<file path="src/rtl/pipe_pkg.sv">
// Shared types for the pipeline hazard unit: forward-select codes, stage indices
// and the per-stage scoreboard entry.
package pipe_pkg;

  localparam logic [1:0] FWD_REG = 2'd0;
  localparam logic [1:0] FWD_MEM = 2'd1;
  localparam logic [1:0] FWD_WB  = 2'd2;

  localparam int ST_EX  = 2;
  localparam int ST_MEM = 3;
  localparam int ST_WB  = 4;

  // rd is sized for the widest supported register file; narrower addresses zero-extend
  localparam int RD_MAX_W = 6;

  typedef struct packed {
    logic                valid;
    logic                regwr;
    logic [RD_MAX_W-1:0] rd;
    logic                is_load;
  } sb_entry_t;

  localparam sb_entry_t SB_BUBBLE = '0;

endpackage

</file>
<file path="src/rtl/pipe_hazard_unit_if.sv">
// ID-stage instruction fields and redirect request in, stall/flush/forward controls out.
// master = pipeline datapath, slave = hazard unit.
interface pipe_hazard_unit_if #(
  parameter int REG_AW = 5,
  parameter int STAT_W = 32
);
  logic              id_valid;
  logic [REG_AW-1:0] id_rs;
  logic [REG_AW-1:0] id_rt;
  logic              id_use_rs;
  logic              id_use_rt;
  logic              id_regwr;
  logic [REG_AW-1:0] id_rd;
  logic              id_is_load;
  logic              br_taken;
  logic              keep_pc;
  logic              keep_if_id;
  logic              flush_if_id;
  logic              flush_id_ex;
  logic              flush_ex_mem;
  logic [1:0]        fwd_a_sel;
  logic [1:0]        fwd_b_sel;
  logic [STAT_W-1:0] stat_stall;
  logic [STAT_W-1:0] stat_flush;

  modport master (
    output id_valid, id_rs, id_rt, id_use_rs, id_use_rt, id_regwr, id_rd, id_is_load, br_taken,
    input  keep_pc, keep_if_id, flush_if_id, flush_id_ex, flush_ex_mem,
    input  fwd_a_sel, fwd_b_sel, stat_stall, stat_flush
  );

  modport slave (
    input  id_valid, id_rs, id_rt, id_use_rs, id_use_rt, id_regwr, id_rd, id_is_load, br_taken,
    output keep_pc, keep_if_id, flush_if_id, flush_id_ex, flush_ex_mem,
    output fwd_a_sel, fwd_b_sel, stat_stall, stat_flush
  );
endinterface

</file>
<file path="src/rtl/pipe_hazard_unit_scoreboard.sv">
// Three-entry EX/MEM/WB shadow of in-flight instructions with bubble insertion.
// Match outputs are combinational from the current (pre-advance) entries.
module haz_scoreboard
  import pipe_pkg::*;
#(
  parameter int REG_AW   = 5,
  parameter int BR_STAGE = 3
) (
  input  logic              clk,
  input  logic              Reset,
  input  sb_entry_t         i_id_ent,
  input  logic              i_bubble_ex,
  input  logic              i_bubble_mem,
  input  logic [REG_AW-1:0] i_rs,
  input  logic [REG_AW-1:0] i_rt,
  output logic              o_ex_rs,
  output logic              o_ex_rt,
  output logic              o_mem_rs,
  output logic              o_mem_rt,
  output logic              o_ex_load,
  output logic              o_br_valid
);

  sb_entry_t r_sb [ST_EX:ST_WB];

  function automatic logic f_match(sb_entry_t e, logic [REG_AW-1:0] r);
    return e.valid && e.regwr && (e.rd == RD_MAX_W'(r)) && (r != '0);
  endfunction

  always_ff @(posedge clk) begin
    if (Reset) begin
      r_sb[ST_EX]  <= SB_BUBBLE;
      r_sb[ST_MEM] <= SB_BUBBLE;
      r_sb[ST_WB]  <= SB_BUBBLE;
    end else begin
      r_sb[ST_WB]  <= r_sb[ST_MEM];
      r_sb[ST_MEM] <= i_bubble_mem ? SB_BUBBLE : r_sb[ST_EX];
      r_sb[ST_EX]  <= i_bubble_ex  ? SB_BUBBLE : i_id_ent;
    end
  end

  assign o_ex_rs    = f_match(r_sb[ST_EX],  i_rs);
  assign o_ex_rt    = f_match(r_sb[ST_EX],  i_rt);
  assign o_mem_rs   = f_match(r_sb[ST_MEM], i_rs);
  assign o_mem_rt   = f_match(r_sb[ST_MEM], i_rt);
  assign o_ex_load  = r_sb[ST_EX].is_load;
  assign o_br_valid = r_sb[BR_STAGE].valid;

endmodule

</file>
<file path="src/rtl/pipe_hazard_unit.sv">
// Load-use stall, redirect flush (combinational) and ALU forward selects (1-cycle registered).
// Optional saturating stall/flush counters enabled by HAZ_STATS_EN.
module pipe_hazard_unit
  import pipe_pkg::*;
#(
  parameter int REG_AW   = 5,
  parameter int BR_STAGE = 3,
  parameter int STAT_W   = 32
) (
  input logic               clk,
  input logic               Reset,
  pipe_hazard_unit_if.slave hz
);

  if (BR_STAGE != ST_EX && BR_STAGE != ST_MEM) begin : g_bad_br
    $error("pipe_hazard_unit: BR_STAGE must be 2 (EX) or 3 (MEM)");
  end
  if (REG_AW < 1 || REG_AW > RD_MAX_W) begin : g_bad_aw
    $error("pipe_hazard_unit: REG_AW out of range");
  end
  if (STAT_W < 1) begin : g_bad_sw
    $error("pipe_hazard_unit: STAT_W must be positive");
  end

  localparam bit BR_IN_MEM = (BR_STAGE == ST_MEM);

  sb_entry_t  w_id_ent;
  logic       w_ex_rs, w_ex_rt, w_mem_rs, w_mem_rt, w_ex_load, w_br_valid;
  logic       w_stall, w_take, w_flush_id_ex, w_flush_ex_mem;
  logic [1:0] r_fwd_a, r_fwd_b;

  assign w_id_ent = '{valid: hz.id_valid, regwr: hz.id_regwr,
                      rd: RD_MAX_W'(hz.id_rd), is_load: hz.id_is_load};

  haz_scoreboard #(.REG_AW(REG_AW), .BR_STAGE(BR_STAGE)) u_sb (
    .clk          (clk),
    .Reset        (Reset),
    .i_id_ent     (w_id_ent),
    .i_bubble_ex  (w_flush_id_ex),
    .i_bubble_mem (w_flush_ex_mem),
    .i_rs         (hz.id_rs),
    .i_rt         (hz.id_rt),
    .o_ex_rs      (w_ex_rs),
    .o_ex_rt      (w_ex_rt),
    .o_mem_rs     (w_mem_rs),
    .o_mem_rt     (w_mem_rt),
    .o_ex_load    (w_ex_load),
    .o_br_valid   (w_br_valid)
  );

  assign w_stall = hz.id_valid && w_ex_load &&
                   ((hz.id_use_rs && w_ex_rs) || (hz.id_use_rt && w_ex_rt));
  assign w_take  = hz.br_taken && w_br_valid;

  // A taken redirect squashes the stalled instruction, so it overrides the hold.
  assign w_flush_id_ex   = w_take || w_stall;
  assign w_flush_ex_mem  = BR_IN_MEM && w_take;
  assign hz.keep_pc      = w_stall && !w_take;
  assign hz.keep_if_id   = w_stall && !w_take;
  assign hz.flush_if_id  = w_take;
  assign hz.flush_id_ex  = w_flush_id_ex;
  assign hz.flush_ex_mem = w_flush_ex_mem;

  // Selects are gated by operand use so a load in EX can only ever surface as FWD_WB.
  function automatic logic [1:0] f_sel(logic use_op, logic ex_hit, logic mem_hit);
    if (!use_op) return FWD_REG;
    if (ex_hit)  return FWD_MEM;
    if (mem_hit) return FWD_WB;
    return FWD_REG;
  endfunction

  always_ff @(posedge clk) begin
    if (Reset || w_flush_id_ex) begin
      r_fwd_a <= FWD_REG;
      r_fwd_b <= FWD_REG;
    end else begin
      r_fwd_a <= f_sel(hz.id_valid && hz.id_use_rs, w_ex_rs, w_mem_rs);
      r_fwd_b <= f_sel(hz.id_valid && hz.id_use_rt, w_ex_rt, w_mem_rt);
    end
  end

  assign hz.fwd_a_sel = r_fwd_a;
  assign hz.fwd_b_sel = r_fwd_b;

`ifdef HAZ_STATS_EN
  logic [STAT_W-1:0] r_stat_stall, r_stat_flush;

  always_ff @(posedge clk) begin
    if (Reset) begin
      r_stat_stall <= '0;
      r_stat_flush <= '0;
    end else begin
      if (w_stall && !w_take && r_stat_stall != '1) r_stat_stall <= r_stat_stall + STAT_W'(1);
      if (w_take && r_stat_flush != '1)             r_stat_flush <= r_stat_flush + STAT_W'(1);
    end
  end

  assign hz.stat_stall = r_stat_stall;
  assign hz.stat_flush = r_stat_flush;
`else
  assign hz.stat_stall = '0;
  assign hz.stat_flush = '0;
`endif

endmodule
</file>
<file path="src/flat_wrapper.sv">
// flat-port wrapper written by rule: the top's interface ports become plain ports
module pipe_hazard_unit_flat import pipe_pkg::*;
#(
  parameter int REG_AW   = 5,
  parameter int BR_STAGE = 3,
  parameter int STAT_W   = 32
)
  (clk, Reset, hz_id_valid, hz_id_rs, hz_id_rt, hz_id_use_rs, hz_id_use_rt, hz_id_regwr, hz_id_rd, hz_id_is_load, hz_br_taken, hz_keep_pc, hz_keep_if_id, hz_flush_if_id, hz_flush_id_ex, hz_flush_ex_mem, hz_fwd_a_sel, hz_fwd_b_sel, hz_stat_stall, hz_stat_flush);
  pipe_hazard_unit_if #(.REG_AW(REG_AW), .STAT_W(STAT_W)) hz_i ();
  input logic clk;
  input logic Reset;
  input wire logic [$bits(hz_i.id_valid)-1:0] hz_id_valid;
  input wire logic [$bits(hz_i.id_rs)-1:0] hz_id_rs;
  input wire logic [$bits(hz_i.id_rt)-1:0] hz_id_rt;
  input wire logic [$bits(hz_i.id_use_rs)-1:0] hz_id_use_rs;
  input wire logic [$bits(hz_i.id_use_rt)-1:0] hz_id_use_rt;
  input wire logic [$bits(hz_i.id_regwr)-1:0] hz_id_regwr;
  input wire logic [$bits(hz_i.id_rd)-1:0] hz_id_rd;
  input wire logic [$bits(hz_i.id_is_load)-1:0] hz_id_is_load;
  input wire logic [$bits(hz_i.br_taken)-1:0] hz_br_taken;
  output wire logic [$bits(hz_i.keep_pc)-1:0] hz_keep_pc;
  output wire logic [$bits(hz_i.keep_if_id)-1:0] hz_keep_if_id;
  output wire logic [$bits(hz_i.flush_if_id)-1:0] hz_flush_if_id;
  output wire logic [$bits(hz_i.flush_id_ex)-1:0] hz_flush_id_ex;
  output wire logic [$bits(hz_i.flush_ex_mem)-1:0] hz_flush_ex_mem;
  output wire logic [$bits(hz_i.fwd_a_sel)-1:0] hz_fwd_a_sel;
  output wire logic [$bits(hz_i.fwd_b_sel)-1:0] hz_fwd_b_sel;
  output wire logic [$bits(hz_i.stat_stall)-1:0] hz_stat_stall;
  output wire logic [$bits(hz_i.stat_flush)-1:0] hz_stat_flush;
  assign hz_i.id_valid = hz_id_valid;
  assign hz_i.id_rs = hz_id_rs;
  assign hz_i.id_rt = hz_id_rt;
  assign hz_i.id_use_rs = hz_id_use_rs;
  assign hz_i.id_use_rt = hz_id_use_rt;
  assign hz_i.id_regwr = hz_id_regwr;
  assign hz_i.id_rd = hz_id_rd;
  assign hz_i.id_is_load = hz_id_is_load;
  assign hz_i.br_taken = hz_br_taken;
  assign hz_keep_pc = hz_i.keep_pc;
  assign hz_keep_if_id = hz_i.keep_if_id;
  assign hz_flush_if_id = hz_i.flush_if_id;
  assign hz_flush_id_ex = hz_i.flush_id_ex;
  assign hz_flush_ex_mem = hz_i.flush_ex_mem;
  assign hz_fwd_a_sel = hz_i.fwd_a_sel;
  assign hz_fwd_b_sel = hz_i.fwd_b_sel;
  assign hz_stat_stall = hz_i.stat_stall;
  assign hz_stat_flush = hz_i.stat_flush;
  pipe_hazard_unit #(.REG_AW(REG_AW), .BR_STAGE(BR_STAGE), .STAT_W(STAT_W)) u_core (.clk(clk), .Reset(Reset), .hz(hz_i));
endmodule
</file>
<file path="config.mk">
export PLATFORM = sky130hd
export DESIGN_NAME = pipe_hazard_unit_flat
export DESIGN_NICKNAME = d
export VERILOG_FILES = /design/src/rtl/pipe_pkg.sv /design/src/rtl/pipe_hazard_unit_if.sv /design/src/rtl/pipe_hazard_unit_scoreboard.sv /design/src/rtl/pipe_hazard_unit.sv /design/src/flat_wrapper.sv
export SDC_FILE = /design/constraint.sdc
export NUM_CORES = 1
export LEC_CHECK = 0
export CAP_MARGIN = 20
export CELL_PAD_IN_SITES_DETAIL_PLACEMENT = 1
export CELL_PAD_IN_SITES_GLOBAL_PLACEMENT = 2
export CORE_ASPECT_RATIO = 1.5
export CORE_MARGIN = 2
export CORE_UTILIZATION = 18
export DETAILED_ROUTE_END_ITERATION = 6
export PLACE_DENSITY = 0.76
export SETUP_SLACK_MARGIN = 0.3
export SLEW_MARGIN = 15
export SYNTH_ARGS = -nofsm -noshare
export SYNTH_HDL_FRONTEND = slang
export SYNTH_HIERARCHICAL = 1
export SYNTH_SLANG_ARGS = --single-unit
</file>
<file path="constraint.sdc">
create_clock -name clk -period 2.2 [get_ports clk]
set_clock_uncertainty 0.15 [all_clocks]
set_input_delay 0.22 -clock clk [delete_from_list [all_inputs] [get_ports clk]]
set_output_delay 0.22 -clock clk [all_outputs]
set_load 0.02 [all_outputs]
</file>
# [Word level (Yosys, flattened, before mapping)]
# Memory sizes are Yosys's and may differ from the RTL's.
# Index checks and enable logic that the tools add are counted.
[word_totals] regBits=4 ram_bits=27 input_bits=23 output_inout_bits=73 elab_cells=72 memories=1
[op_classes] n_eq_ne=4 muxes=38 bitwise=3 n_reduce_logical=24
[mem_list] memory="u_core.u_sb.r_sb" words=3 word_bits=9 rd=2 rd_ports_with_merged_regs=0 write_ports=3 line="pipe_hazard_unit_scoreboard.sv:24" source="sb_entry_t r_sb [ST_EX:ST_WB];"
[op_table] op="9-bit 2-to-1 mux" n=5
[op_table] op="6-bit by 5-bit equality test with 1-bit output" n=4
[op_table] op="2-bit 2-to-1 mux" n=12
[op_table] op="1-bit 2-to-1 mux" n=21
[op_table] op="1-bit logical AND" n=18
[op_table] op="5-bit nonzero test" n=2
[op_table] op="1-bit logical OR" n=3
[op_table] op="1-bit OR" n=3
[op_table] op="1-bit zero test" n=1

# [Depth between registers and ports, before layout]
# Gate-level depths: netlist of the first run.
# An unclocked memory read counts as a cell.
[logic_depth] word_depth=18 ltp_mapped=8 depth_no_buf=8

# [Hierarchy]
# The synthesis of the first run kept the hierarchy.
[by_module_without_submodules] module="haz_scoreboard" instances=1 cells_per_inst=70 area_per_inst_um2=719.4 seq_area_each_um2=340.3
[by_module_without_submodules] module="pipe_hazard_unit" instances=1 cells_per_inst=87 area_per_inst_um2=675.6 seq_area_each_um2=80.1

# [Least setup slack after synthesis of the first run]
# OpenSTA, ideal clock, no wires.
[synth_path] path_kind="register to output" from="memory u_core/u_sb/r_sb[2][6] (netlist name)" to="output hz_keep_pc" arrival_ns=1.769 required_ns=1.830 path_slack_ns=0.061 stages_incl_launch_ff=8 n_path_buf=1 cell_sequence="dfxtp_1 > and3b_1 > nand4_1 > nor4_1 > a22o_1 > nand3_1 > nor2_1 > buf_4"
[synth_lines] item="start, declared" line="pipe_hazard_unit_scoreboard.sv:24"
[synth_lines] item="end, declared" line="flat_wrapper.sv:21" source="output wire logic [$bits(hz_i.keep_pc)-1:0] hz_keep_pc;"

==> results of run 1 <==
## per-stage QoR
step / setup WS, ns / instance area, um2 / setup TNS, ns
floorplan: 0.244 / 1650 / 0
global placement: -0.712 / 1690 / -5.75
detailed placement: -0.797 / 1690 / -6.08
CTS: -0.164 / 1830 / -0.452
global route: -0.107 / 1850 / -0.286
finish: 0.0236 / 1850 / 0
## timing repair
action	in CTS	in global routing
endpoints found under the setup margin	14	14
gates cloned	1	0
buffers inserted	1	2
gates resized for setup	40	14
pin swaps	15	8
## power by group
| part | switching, mW | total (mW) | leakage [nW] | internal (mW) |
|---|---|---|---|---|
| Clock | 0.139 | 0.383 | 0.0409 | 0.244 |
| Sequential | 0.0122 | 0.408 | 0.173 | 0.396 |
| Combinational | 0.152 | 0.228 | 0.633 | 0.0753 |
| Total | 0.303 | 1.02 | 0.847 | 0.716 |
## worst max-delay path by stage
stage	end	slack, ns
2_1_floorplan	hz_keep_pc	0.24
3_3_place_gp	hz_keep_if_id	-0.71
3_5_place_dp	hz_keep_pc	-0.80
4_1_cts	hz_keep_pc	-0.16
5_1_grt	hz_keep_pc	-0.11
6_report	hz_keep_pc	0.02
## metal layers
metal,track usage,vias to the layer above,routed length [um]
li1,-,473,-
met1,0.0575,445,940
met2,0.134,72,1690
met3,0.0208,7,356
met4,0.0608,0,126
met5,0,-,0
## placed cells by master (no fill, tap or decap), types with 4 or more instances in the layout
master	n
xor2_1	8
nor2_4	4
conb_1	65
clkdlybuf4s50_1	16
xnor2_1	12
and2_1	16
nand4_1	4
dlygate4sd2_1	4
dfxtp_1	21
buf_4	17
## area by class of cell
| cell class | instances | area, um2 |
|---|---|---|
| Inverter | 1 | 3.75 |
| Clock buffer | 3 | 75.1 |
| Multi-Input combinational cell | 134 | 806 |
| Sequential cell | 21 | 420 |
| Tap cell | 102 | 128 |
| Fill cell | 892 | 5720 |
| Clock inverter | 1 | 5.00 |
| Timing Repair Buffer | 47 | 410 |
## worst reg2reg max path: cells and delay by family, from the launching register on
| family | cells | cell delay [ns] |
|---|---|---|
| AND/OR/NAND/NOR | 7 | 1.07 |
| flip-flops | 1 | 0.30 |
| AO/OA/AOI/OAI | 1 | 0.22 |
| buffers and inverters | 1 | 0.12 |
## sequential cells by signal (all words and copies together), names as in the netlist
| register | cells |
|---|---|
| u_core/hz.fwd_b_sel | 2 |
| u_core/hz.fwd_a_sel | 2 |
| u_core/u_sb/r_sb | 17 |
## logic make-up after synthesis
| kind of cell | share of synthesized area |
|---|---|
| buffers and inverters | 0.358 |
| AOI/OAI and AO/OA | 0.00628 |
| and+or+nand+nor | 0.206 |
| DFF | 0.301 |
| other | 0.00269 |
| xor gates and xnor gates | 0.126 |
==> impl_metrics.env, run 1 <==
export IMPL_die_height_um=112
export IMPL_hold_path_class="reg -> reg"
export IMPL_outcome="completed"
export IMPL_crit_buf_inv=1
export IMPL_gpl_final_weighted_congestion=0.819
export IMPL_timing_max_cap_violations=0
export IMPL_place_detailed_hpwl_um=2510
export IMPL_critical_path_slowest_cell="dfxtp_1"
export IMPL_report_final_setup_viol=0
export IMPL_first_pass_iters=2
export IMPL_cts_buffers_inserted=3
export IMPL_area_delta_synth_final_pct=32.5
export IMPL_worst_r2r_path_cells=9
export IMPL_critical_path_reg2reg_endpoint="u_core/u_sb/r_sb[2][4]$_SDFF_PP0_"
export IMPL_port_buffers=31
export IMPL_cts_sinks=21
export IMPL_hold_depth=1
export IMPL_clockBufferDepth=2
export IMPL_timing_critical_path_from="u_core/u_sb/r_sb[2][6]$_SDFF_PP0_"
export IMPL_critPathMaxStageDelay_ns=0.30
export IMPL_dieWidth_um=75.9
export IMPL_yosys_warnings=6
export IMPL_timing_final_crit_share=0.989
export IMPL_worst_setup_path_end_kind="output pin"
export IMPL_final_net_count=231
export IMPL_synth_area_mm2=0.00140
export IMPL_hold_worst_slack_ns=0.300
export IMPL_post_synth_num_cell_types=19
export IMPL_ff2ff_setup_slack_ns=0.24
export IMPL_start_to_end_type_of_the_worst_setup_path="reg -> out"
export IMPL_full_die_area_mm2=0.00848
export IMPL_total_power_divided_by_cell_area_mw_per_mm2=551
export IMPL_cp_depth=7
export IMPL_fin_util=0.244
export IMPL_floorplan_rows=39
export IMPL_vias_in_the_first_global_route=974
export IMPL_r2r_start="u_core/u_sb/r_sb[2][6]$_SDFF_PP0_"
export IMPL_route_detailed_drc=0
export IMPL_post_synth_top_area_cell="buf_4"
export IMPL_min_to="u_core/u_sb/r_sb[3][8]$_SDFF_PP0_"
export IMPL_post_synth_main_area_contributors="buf_4, dfxtp_1, and2_1"
export IMPL_post_drt_wl_per_cell_um=10.1
export IMPL_insertedDiodeCount=0
export IMPL_coreArea_mm2=0.00756
export IMPL_static_leakage_power_nw=0.847
export IMPL_critical_path_cell_chain="and3b_2 -> nand4_1 -> nor4_4 -> a22o_1 -> nand3_2 -> nor2_2 -> buf_4"
export IMPL_grtUsageTotal=0.0728
export IMPL_cts_root_buf="clkbuf_16"
export IMPL_synthFlopType="dfxtp_1"
export IMPL_cts_tree="built"
export IMPL_num_vias=997
export IMPL_cts_htree_levels=1
export IMPL_drt_iter0_drc=12
export IMPL_drive_above_1_share=0.208
export IMPL_final_hold_viol_count=0
export IMPL_drt_vias_per_instance=3.23
export IMPL_worst_skew_pair_latency_ns=0.26
export IMPL_crit_path_start_kind="flop"
export IMPL_cts_hold_buffers=0
export IMPL_clk_pin_slew_worst_paths_ns=0.06
export IMPL_overall_power_of_the_completed_layout_mw=1.02
export IMPL_post_synth_cell_area_avg_um2=8.89
export IMPL_timing_critical_path_required_ns=1.83
export IMPL_synth_top_area_frac=0.355
export IMPL_rsz_0062_raised_after_global_routing="yes"
export IMPL_max_freq_ghz=0.459
export IMPL_synth_seq_cells=21
export IMPL_io_pins=96
export IMPL_max_fanout_on_critical_path=2
export IMPL_grt_start_max_net_pins=13
export IMPL_finish_cell_count_without_fillers=309
export IMPL_grt_pass1_wl_um=4420
export IMPL_antenna_found_initial=0
export IMPL_grt_overflow_total=0
export IMPL_largest_delay_share_family_worst_path="simple AND/OR/NAND/NOR gates"
export IMPL_synthMostInstantiatedCell="buf_4"
export IMPL_postRouteAntennaNets=0
export IMPL_share_of_flip_flops_with_an_asynchronous_set_or_reset=0
export IMPL_period_needed_ns=2.18
export IMPL_vdd_drop_max_mv=0.248
export IMPL_synth_edf_count=0
export IMPL_timing_critical_path_arrival_ns=1.81
export IMPL_hold_path_startpoint="u_core/u_sb/r_sb[2][8]$_SDFF_PP0_"
export IMPL_initial_utilization=0.184
export IMPL_syn_instance_count=157
export IMPL_routed_wire_length_um=3110
export IMPL_synth_seq_area_share=0.301
export IMPL_final_report_max_slew_violation_count=0
export IMPL_placed_cells_incl_taps=301
export IMPL_yosys_top_cells_count="buf_4, dfxtp_1, and2_1"
(Power assumes the default switching activity.)
==> run 2, diff against run 1 <==
--- a/config.mk
+++ b/config.mk
@@ -5,6 +5,7 @@
 export SDC_FILE = /design/constraint.sdc
 export NUM_CORES = 1
 export LEC_CHECK = 0
+export ABC_AREA = 1
 export CAP_MARGIN = 20
 export CELL_PAD_IN_SITES_DETAIL_PLACEMENT = 1
 export CELL_PAD_IN_SITES_GLOBAL_PLACEMENT = 2
@@ -12,7 +13,7 @@
 export CORE_MARGIN = 2
 export CORE_UTILIZATION = 18
 export DETAILED_ROUTE_END_ITERATION = 6
-export PLACE_DENSITY = 0.76
+export PLACE_DENSITY = 0.79
 export SETUP_SLACK_MARGIN = 0.3
 export SLEW_MARGIN = 15
 export SYNTH_ARGS = -nofsm -noshare
==> run 2 against run 1 <==
  * Non-clock buffer count down 1
  * Synthesized cell count up 67%
  * Fmax up 14%
  * Via count up 44%
  * Sequential power about the same
  * Combinational power up 10%
  * Critical path depth up 4
  * Critical path type unchanged
  * Critical endpoint is now hz_keep_if_id
==> impl_metrics.env, run 2 <==
export IMPL_outcome="completed"
export IMPL_start_to_end_type_of_the_worst_setup_path="reg -> out"
export IMPL_vdd_drop_max_mv=0.217
export IMPL_synth_top_area_frac=0.310
export IMPL_post_synth_main_area_contributors="buf_4, dfxtp_1, nand2_1"
export IMPL_area_delta_synth_final_pct=26.1
export IMPL_synth_top_family_by_area="buffers and inverters"
export IMPL_grt_overflow_total=0
export IMPL_cts_sinks=21
export IMPL_largest_reg_flops=17
export IMPL_place_detailed_hpwl_um=3380
export IMPL_port_buffers=31
export IMPL_yosys_top_cells_count="nand2_1, buf_4, inv_1"
export IMPL_static_leakage_power_nw=1.12
export IMPL_yosys_area_share_adder=0
export IMPL_cts_tree="built"
export IMPL_synth_area_mm2=0.00160
export IMPL_layout_common_cells="nand2_1, conb_1, nor2_1, inv_1, clkdlybuf4s50_1"
export IMPL_intPower_mw=0.715
export IMPL_power_share_switching=0.318
export IMPL_timing_final_crit_share=0.870
export IMPL_critical_path_slowest_cell="dfxtp_2"
export IMPL_clk_pin_slew_worst_paths_ns=0.06
export IMPL_hold_depth=2
export IMPL_drive_above_1_share=0.159
export IMPL_floorplan_rows=42
export IMPL_synth_seq_cells=21
export IMPL_finish_cell_count_without_fillers=418
export IMPL_die_height_um=119
export IMPL_initial_utilization=0.183
export IMPL_share_of_flip_flops_with_an_asynchronous_set_or_reset=0
export IMPL_post_synth_num_cell_types=13
export IMPL_timing_critical_path_arrival_ns=1.54
export IMPL_cts_buffers_inserted=3
export IMPL_full_die_area_mm2=0.00965
export IMPL_fin_util=0.231
export IMPL_coreArea_mm2=0.00872
export IMPL_mostFrequentLayoutCell="nand2_1"
export IMPL_worst_r2r_path_cells=15
export IMPL_post_dp_area_mm2=0.00184
export IMPL_total_power_divided_by_cell_area_mw_per_mm2=521
export IMPL_post_synth_xor_area_fraction=0
export IMPL_clockBufferDepth=2
export IMPL_yosys_warnings=6
export IMPL_max_fanout_on_critical_path=4
export IMPL_cp_depth=11
export IMPL_synth_compound_gate_area_share=0.00313
export IMPL_synthFlopType="dfxtp_1"
export IMPL_vias_in_the_first_global_route=1439
export IMPL_num_vias=1431
export IMPL_crit_path_start_kind="flop"
export IMPL_timing_critical_path_required_ns=1.83
export IMPL_drt_vias_per_instance=3.42
export IMPL_routed_wire_length_um=3990
export IMPL_final_report_max_slew_violation_count=0
export IMPL_seq_power_share=0.390
export IMPL_period_needed_ns=1.91
export IMPL_report_final_setup_viol=0
export IMPL_synth_seq_area_share=0.263
export IMPL_share_clk_of_total_power=0.370
export IMPL_critPathMaxStageDelay_ns=0.35
export IMPL_ff2ff_setup_slack_ns=0.35
export IMPL_largest_delay_share_family_worst_path="simple AND/OR/NAND/NOR gates"
export IMPL_rsz_0062_raised_after_global_routing="yes"
export IMPL_route_detailed_drc=0
export IMPL_postRouteAntennaNets=0
export IMPL_post_synth_cell_area_avg_um2=6.09
export IMPL_timing_max_cap_violations=0
export IMPL_drt_iter0_drc=22
export IMPL_dieWidth_um=80.9
export IMPL_insertedDiodeCount=0
export IMPL_power_frac_comb=0.240
export IMPL_gpl_final_weighted_congestion=0.777
export IMPL_power_switching_mw=0.333
export IMPL_antenna_found_initial=0
export IMPL_yosys_area_share_simple=0.316
export IMPL_synth_mux_area_fraction=0
export IMPL_max_freq_ghz=0.522
export IMPL_grtUsageTotal=0.0840
export IMPL_final_hold_viol_count=0
export IMPL_finalInstanceArea_mm2=0.00201
export IMPL_setup_tns_final_ns=0
export IMPL_syn_instance_count=262
export IMPL_io_pins=96
export IMPL_cp_common_cell="nand2_1"
export IMPL_final_net_count=332
export IMPL_overall_power_of_the_completed_layout_mw=1.05
export IMPL_first_pass_iters=4
export IMPL_cts_root_buf="clkbuf_16"
export IMPL_cts_htree_levels=1
export IMPL_hold_path_class="reg -> reg"
export IMPL_worst_skew_pair_latency_ns=0.26
export IMPL_synthMostInstantiatedCell="nand2_1"
export IMPL_synth_edf_count=0
export IMPL_registers_top_by_ff_count="u_core/u_sb/r_sb"
export IMPL_post_drt_wl_per_cell_um=9.54
export IMPL_crit_buf_inv=2
export IMPL_worst_setup_path_end_kind="output pin"
export IMPL_post_synth_top_area_cell="buf_4"
export IMPL_critical_path_cell_chain="inv_2 -> nand2_1 -> nand2_1 -> nor2_1 -> nand2_1 -> nor2_2 -> nand2_1 -> nand2_2 -> nand2_4 -> nor2_4 -> buf_6"
export IMPL_placed_cells_incl_taps=406
export IMPL_grt_start_max_net_pins=13
export IMPL_grt_pass1_wl_um=6130
[run 2: cell count changes after synthesis, moves of 4 or more]
| cell | previous run | this run |
|---|---|---|
| xor2_1 | 8 | 0 |
| nor2_1 | 6 | 40 |
| nand2_1 | 4 | 80 |
| inv_1 | 1 | 41 |
| nor4_1 | 4 | 0 |
| and2_1 | 17 | 0 |
| xnor2_1 | 12 | 0 |
[run 2: path summary, 6_finish.rpt]
path	start	end
max	u_core/u_sb/r_sb[2][1]$_SDFF_PP0_	hz_keep_if_id
min	u_core/u_sb/r_sb[2][8]$_SDFF_PP0_	u_core/u_sb/r_sb[3][8]$_SDFF_PP0_
max reg2reg	u_core/u_sb/r_sb[2][5]$_SDFF_PP0_	u_core/hz.fwd_a_sel[1]$_SDFF_PP0_
min reg2reg	u_core/u_sb/r_sb[2][8]$_SDFF_PP0_	u_core/u_sb/r_sb[3][8]$_SDFF_PP0_
[run 2: cell type report]
class / count / area, um2
flip-flops and latches: 21 / 429
repair buffers: 46 / 424
inverters: 42 / 158
clock inverters: 1 / 5.00
well taps: 110 / 138
clock buffers: 3 / 75.1
fillers: 1166 / 6710
multi-input cells: 195 / 785
[run 2: cells by family after synthesis]
kind of cell / Yosys count
compound gates: 1
simple gates: 129
other cells: 1
flops: 21
buf+inv: 110
[run 2: per-layer routing]
| metal | GRT usage | up-vias | share of wire |
|---|---|---|---|
| met4 | 0.0413 | 0 | 0.023 |
| met1 | 0.0710 | 643 | 0.32 |
| met3 | 0.0129 | 6 | 0.076 |
| li1 | - | 715 | - |
| met5 | 0 | - | 0 |
| met2 | 0.175 | 67 | 0.58 |
[run 2: worst register-to-register path: stages (launching register included)]
cell and delay [ns]:
dfxtp_2 0.33, inv_2 0.06, nand2_1 0.05, nand2_1 0.07
nor2_1 0.05, nand2_1 0.10, nor2_2 0.05, buf_4 0.12
buf_4 0.12, buf_4 0.12, buf_4 0.12, buf_4 0.12
buf_4 0.12, inv_1 0.06, nand2_1 0.05, nor2_1 0.09
[run 2: timing repair]
action	CTS	global route
gates resized for setup	45	11
buffers inserted	6	2
hold buffers	0	0
endpoints found under the setup margin	13	11
pin swaps	6	13
[run 2: stage by stage]
stage / hold WS (ns) / setup slack, ns
floorplan: 0.182 / 0.387
global placement: 0.269 / -0.458
detailed placement: 0.282 / -0.501
CTS: 0.291 / 0.199
global route: 0.296 / 0.158
finish: 0.284 / 0.286
[run 2: power by group through the flow]
stage	clock network (mW)	logic, mW	registers, mW
floorplan	0	0.253	0.412
global placement	0	0.248	0.414
detailed placement	0	0.251	0.415
CTS	0.408	0.248	0.408
global route	0.422	0.279	0.411
finish	0.388	0.251	0.409
==> run 3, diff against run 2 <==
--- a/config.mk
+++ b/config.mk
@@ -12,9 +12,11 @@
 export CORE_ASPECT_RATIO = 1.5
 export CORE_MARGIN = 2
 export CORE_UTILIZATION = 18
+export CTS_CLUSTER_SIZE = 28
 export DETAILED_ROUTE_END_ITERATION = 6
 export PLACE_DENSITY = 0.79
 export SETUP_SLACK_MARGIN = 0.3
+export SKIP_CTS_REPAIR_TIMING = 1
 export SLEW_MARGIN = 15
 export SYNTH_ARGS = -nofsm -noshare
 export SYNTH_HDL_FRONTEND = slang
==> run 3 against run 2 <==
  * Non-clock buffer count shrank 6
  * Combinational power grew 3%
  * Fmax shrank 2.0%
  * Largest cell class unchanged
  * Clock power grew 1%
  * Highest routed layer unchanged
  * Wire length is 0.48% higher
==> impl_metrics.env, run 3 (synthesis results as in run 2) <==
export IMPL_route_met3_wl_um=304
export IMPL_io_pins=96
export IMPL_start_to_end_type_of_the_worst_setup_path="reg -> out"
export IMPL_dr_wl_met2_um=2290
export IMPL_period_needed_ns=1.95
export IMPL_vdd_drop_max_mv=0.219
export IMPL_post_drt_wl_per_cell_um=9.73
export IMPL_antenna_found_initial=0
export IMPL_coreArea_mm2=0.00872
export IMPL_vias_in_the_first_global_route=1411
export IMPL_cts_tree="built"
export IMPL_die_height_um=119
export IMPL_timing_max_cap_violations=0
export IMPL_first_pass_iters=3
export IMPL_max_fanout_on_critical_path=4
export IMPL_area_delta_synth_final_pct=25.9
export IMPL_total_power_divided_by_cell_area_mw_per_mm2=526
export IMPL_max_freq_ghz=0.512
export IMPL_registers_top_by_ff_count="u_core/u_sb/r_sb"
export IMPL_cts_buffers_inserted=3
export IMPL_final_hold_viol_count=0
export IMPL_cts_sinks=21
export IMPL_timing_critical_path_required_ns=1.83
export IMPL_outcome="completed"
export IMPL_grtUsageTotal=0.0826
export IMPL_rsz_0062_raised_after_global_routing="yes"
export IMPL_drt_vias_per_instance=3.41
export IMPL_final_report_max_slew_violation_count=0
export IMPL_initial_utilization=0.183
export IMPL_report_final_setup_viol=0
export IMPL_timing_critical_path_arrival_ns=1.58
export IMPL_drive_above_1_share=0.129
export IMPL_gpl_final_weighted_congestion=0.777
export IMPL_clk_pin_slew_worst_paths_ns=0.06
export IMPL_crit_path_start_kind="flop"
export IMPL_hold_path_class="reg -> reg"
export IMPL_worst_setup_path_end_kind="output pin"
export IMPL_post_route_worst_setup_slack_ns=0.247
export IMPL_final_net_count=326
export IMPL_dieWidth_um=80.9
export IMPL_full_die_area_mm2=0.00965
export IMPL_place_detailed_hpwl_um=3380
export IMPL_cts_htree_levels=1
export IMPL_preCtsSetupSlack_ns=-0.501
export IMPL_static_leakage_power_nw=1.19
export IMPL_fin_util=0.230
export IMPL_num_vias=1404
export IMPL_grt_start_max_net_pins=13
export IMPL_route_detailed_drc=0
export IMPL_cts_root_buf="clkbuf_16"
export IMPL_routed_wire_length_um=4010
export IMPL_drt_iter0_drc=30
export IMPL_top_layer_used="met4"
export IMPL_timing_final_crit_share=0.888
export IMPL_port_buffers=31
export IMPL_clockBufferDepth=2
export IMPL_met1Wirelength_um=1300
export IMPL_layout_common_cells="nand2_1, conb_1, nor2_1, inv_1, clkdlybuf4s50_1"
export IMPL_insertedDiodeCount=0
export IMPL_worst_skew_pair_latency_ns=0.26
export IMPL_grt_overflow_total=0
export IMPL_mostFrequentLayoutCell="nand2_1"
export IMPL_floorplan_rows=42
export IMPL_postRouteAntennaNets=0
export IMPL_grt_pass1_wl_um=6040
export IMPL_largest_reg_flops=17
[run 3: cell types whose count changed in the layout (fill, tap and decap cells not counted), moves of 2 or more]
cell            before  now
buf_4               14    9
buf_6                3    1
dlygate4sd2_1       12    0
dlymetal6s2s_1       0   12
nand2_1             77   80
nand2_2              4    2
[run 3: layer usage]
layer	track usage	up-vias
met5	0	-
met4	0.0413	0
met3	0.0129	7
met2	0.171	66
met1	0.0705	626
li1	-	705
[run 3: cell type report]
cell class,instances,area [um2]
repair buffers,40,434
inverters,42,158
fillers,1140,6710
well taps,110,138
clock buffers,3,75.1
flip-flops and latches,21,429
multi-input cells,195,772
clock inverters,1,5.00
[run 3: path summary, 6_finish.rpt]
check                                         start                                 to  slack (ns)  depth (start not counted)
setup / recovery  u_core/u_sb/r_sb[2][2]$_SDFF_PP0_                      hz_keep_if_id        0.25                         11
hold / removal    u_core/u_sb/r_sb[2][8]$_SDFF_PP0_  u_core/u_sb/r_sb[3][8]$_SDFF_PP0_        0.29                          2
setup reg to reg  u_core/u_sb/r_sb[2][4]$_SDFF_PP0_  u_core/u_sb/r_sb[2][0]$_SDFF_PP0_        0.44                         13
hold reg to reg   u_core/u_sb/r_sb[2][8]$_SDFF_PP0_  u_core/u_sb/r_sb[3][8]$_SDFF_PP0_        0.29                          2
[run 3: worst max-delay path, cell delays in order (launching register included)]
cell,delay [ns]
dfxtp_2,0.35
inv_2,0.05
nand2_1,0.05
nand2_1,0.05
nor2_1,0.11
nand2_1,0.10
nor2_2,0.14
nand2_1,0.06
nand2_1,0.07
nand2_2,0.09
nor2_4,0.11
buf_4,0.15
[run 3: per-stage QoR]
step	TNS (ns)	hold WS [ns]	std cells	cell area (um2)	total power, mW
5_1_grt	0	0.296	412	2010	1.12
3_3_place_gp	-1.32	0.269	406	1840	0.662
6_report	0	0.285	412	2010	1.06
4_1_cts	-1.45	0.293	410	1920	1.07
2_1_floorplan	0	0.182	326	1840	0.665
3_5_place_dp	-1.59	0.282	406	1840	0.666
[run 3: where the power goes]
part           total [mW]  leakage [nW]  internal [mW]  switching [mW]
sequential          0.409         0.175          0.398          0.0111
combinational       0.258         0.974         0.0798           0.178
clock               0.392        0.0409          0.244           0.147
total                1.06          1.19          0.722           0.336
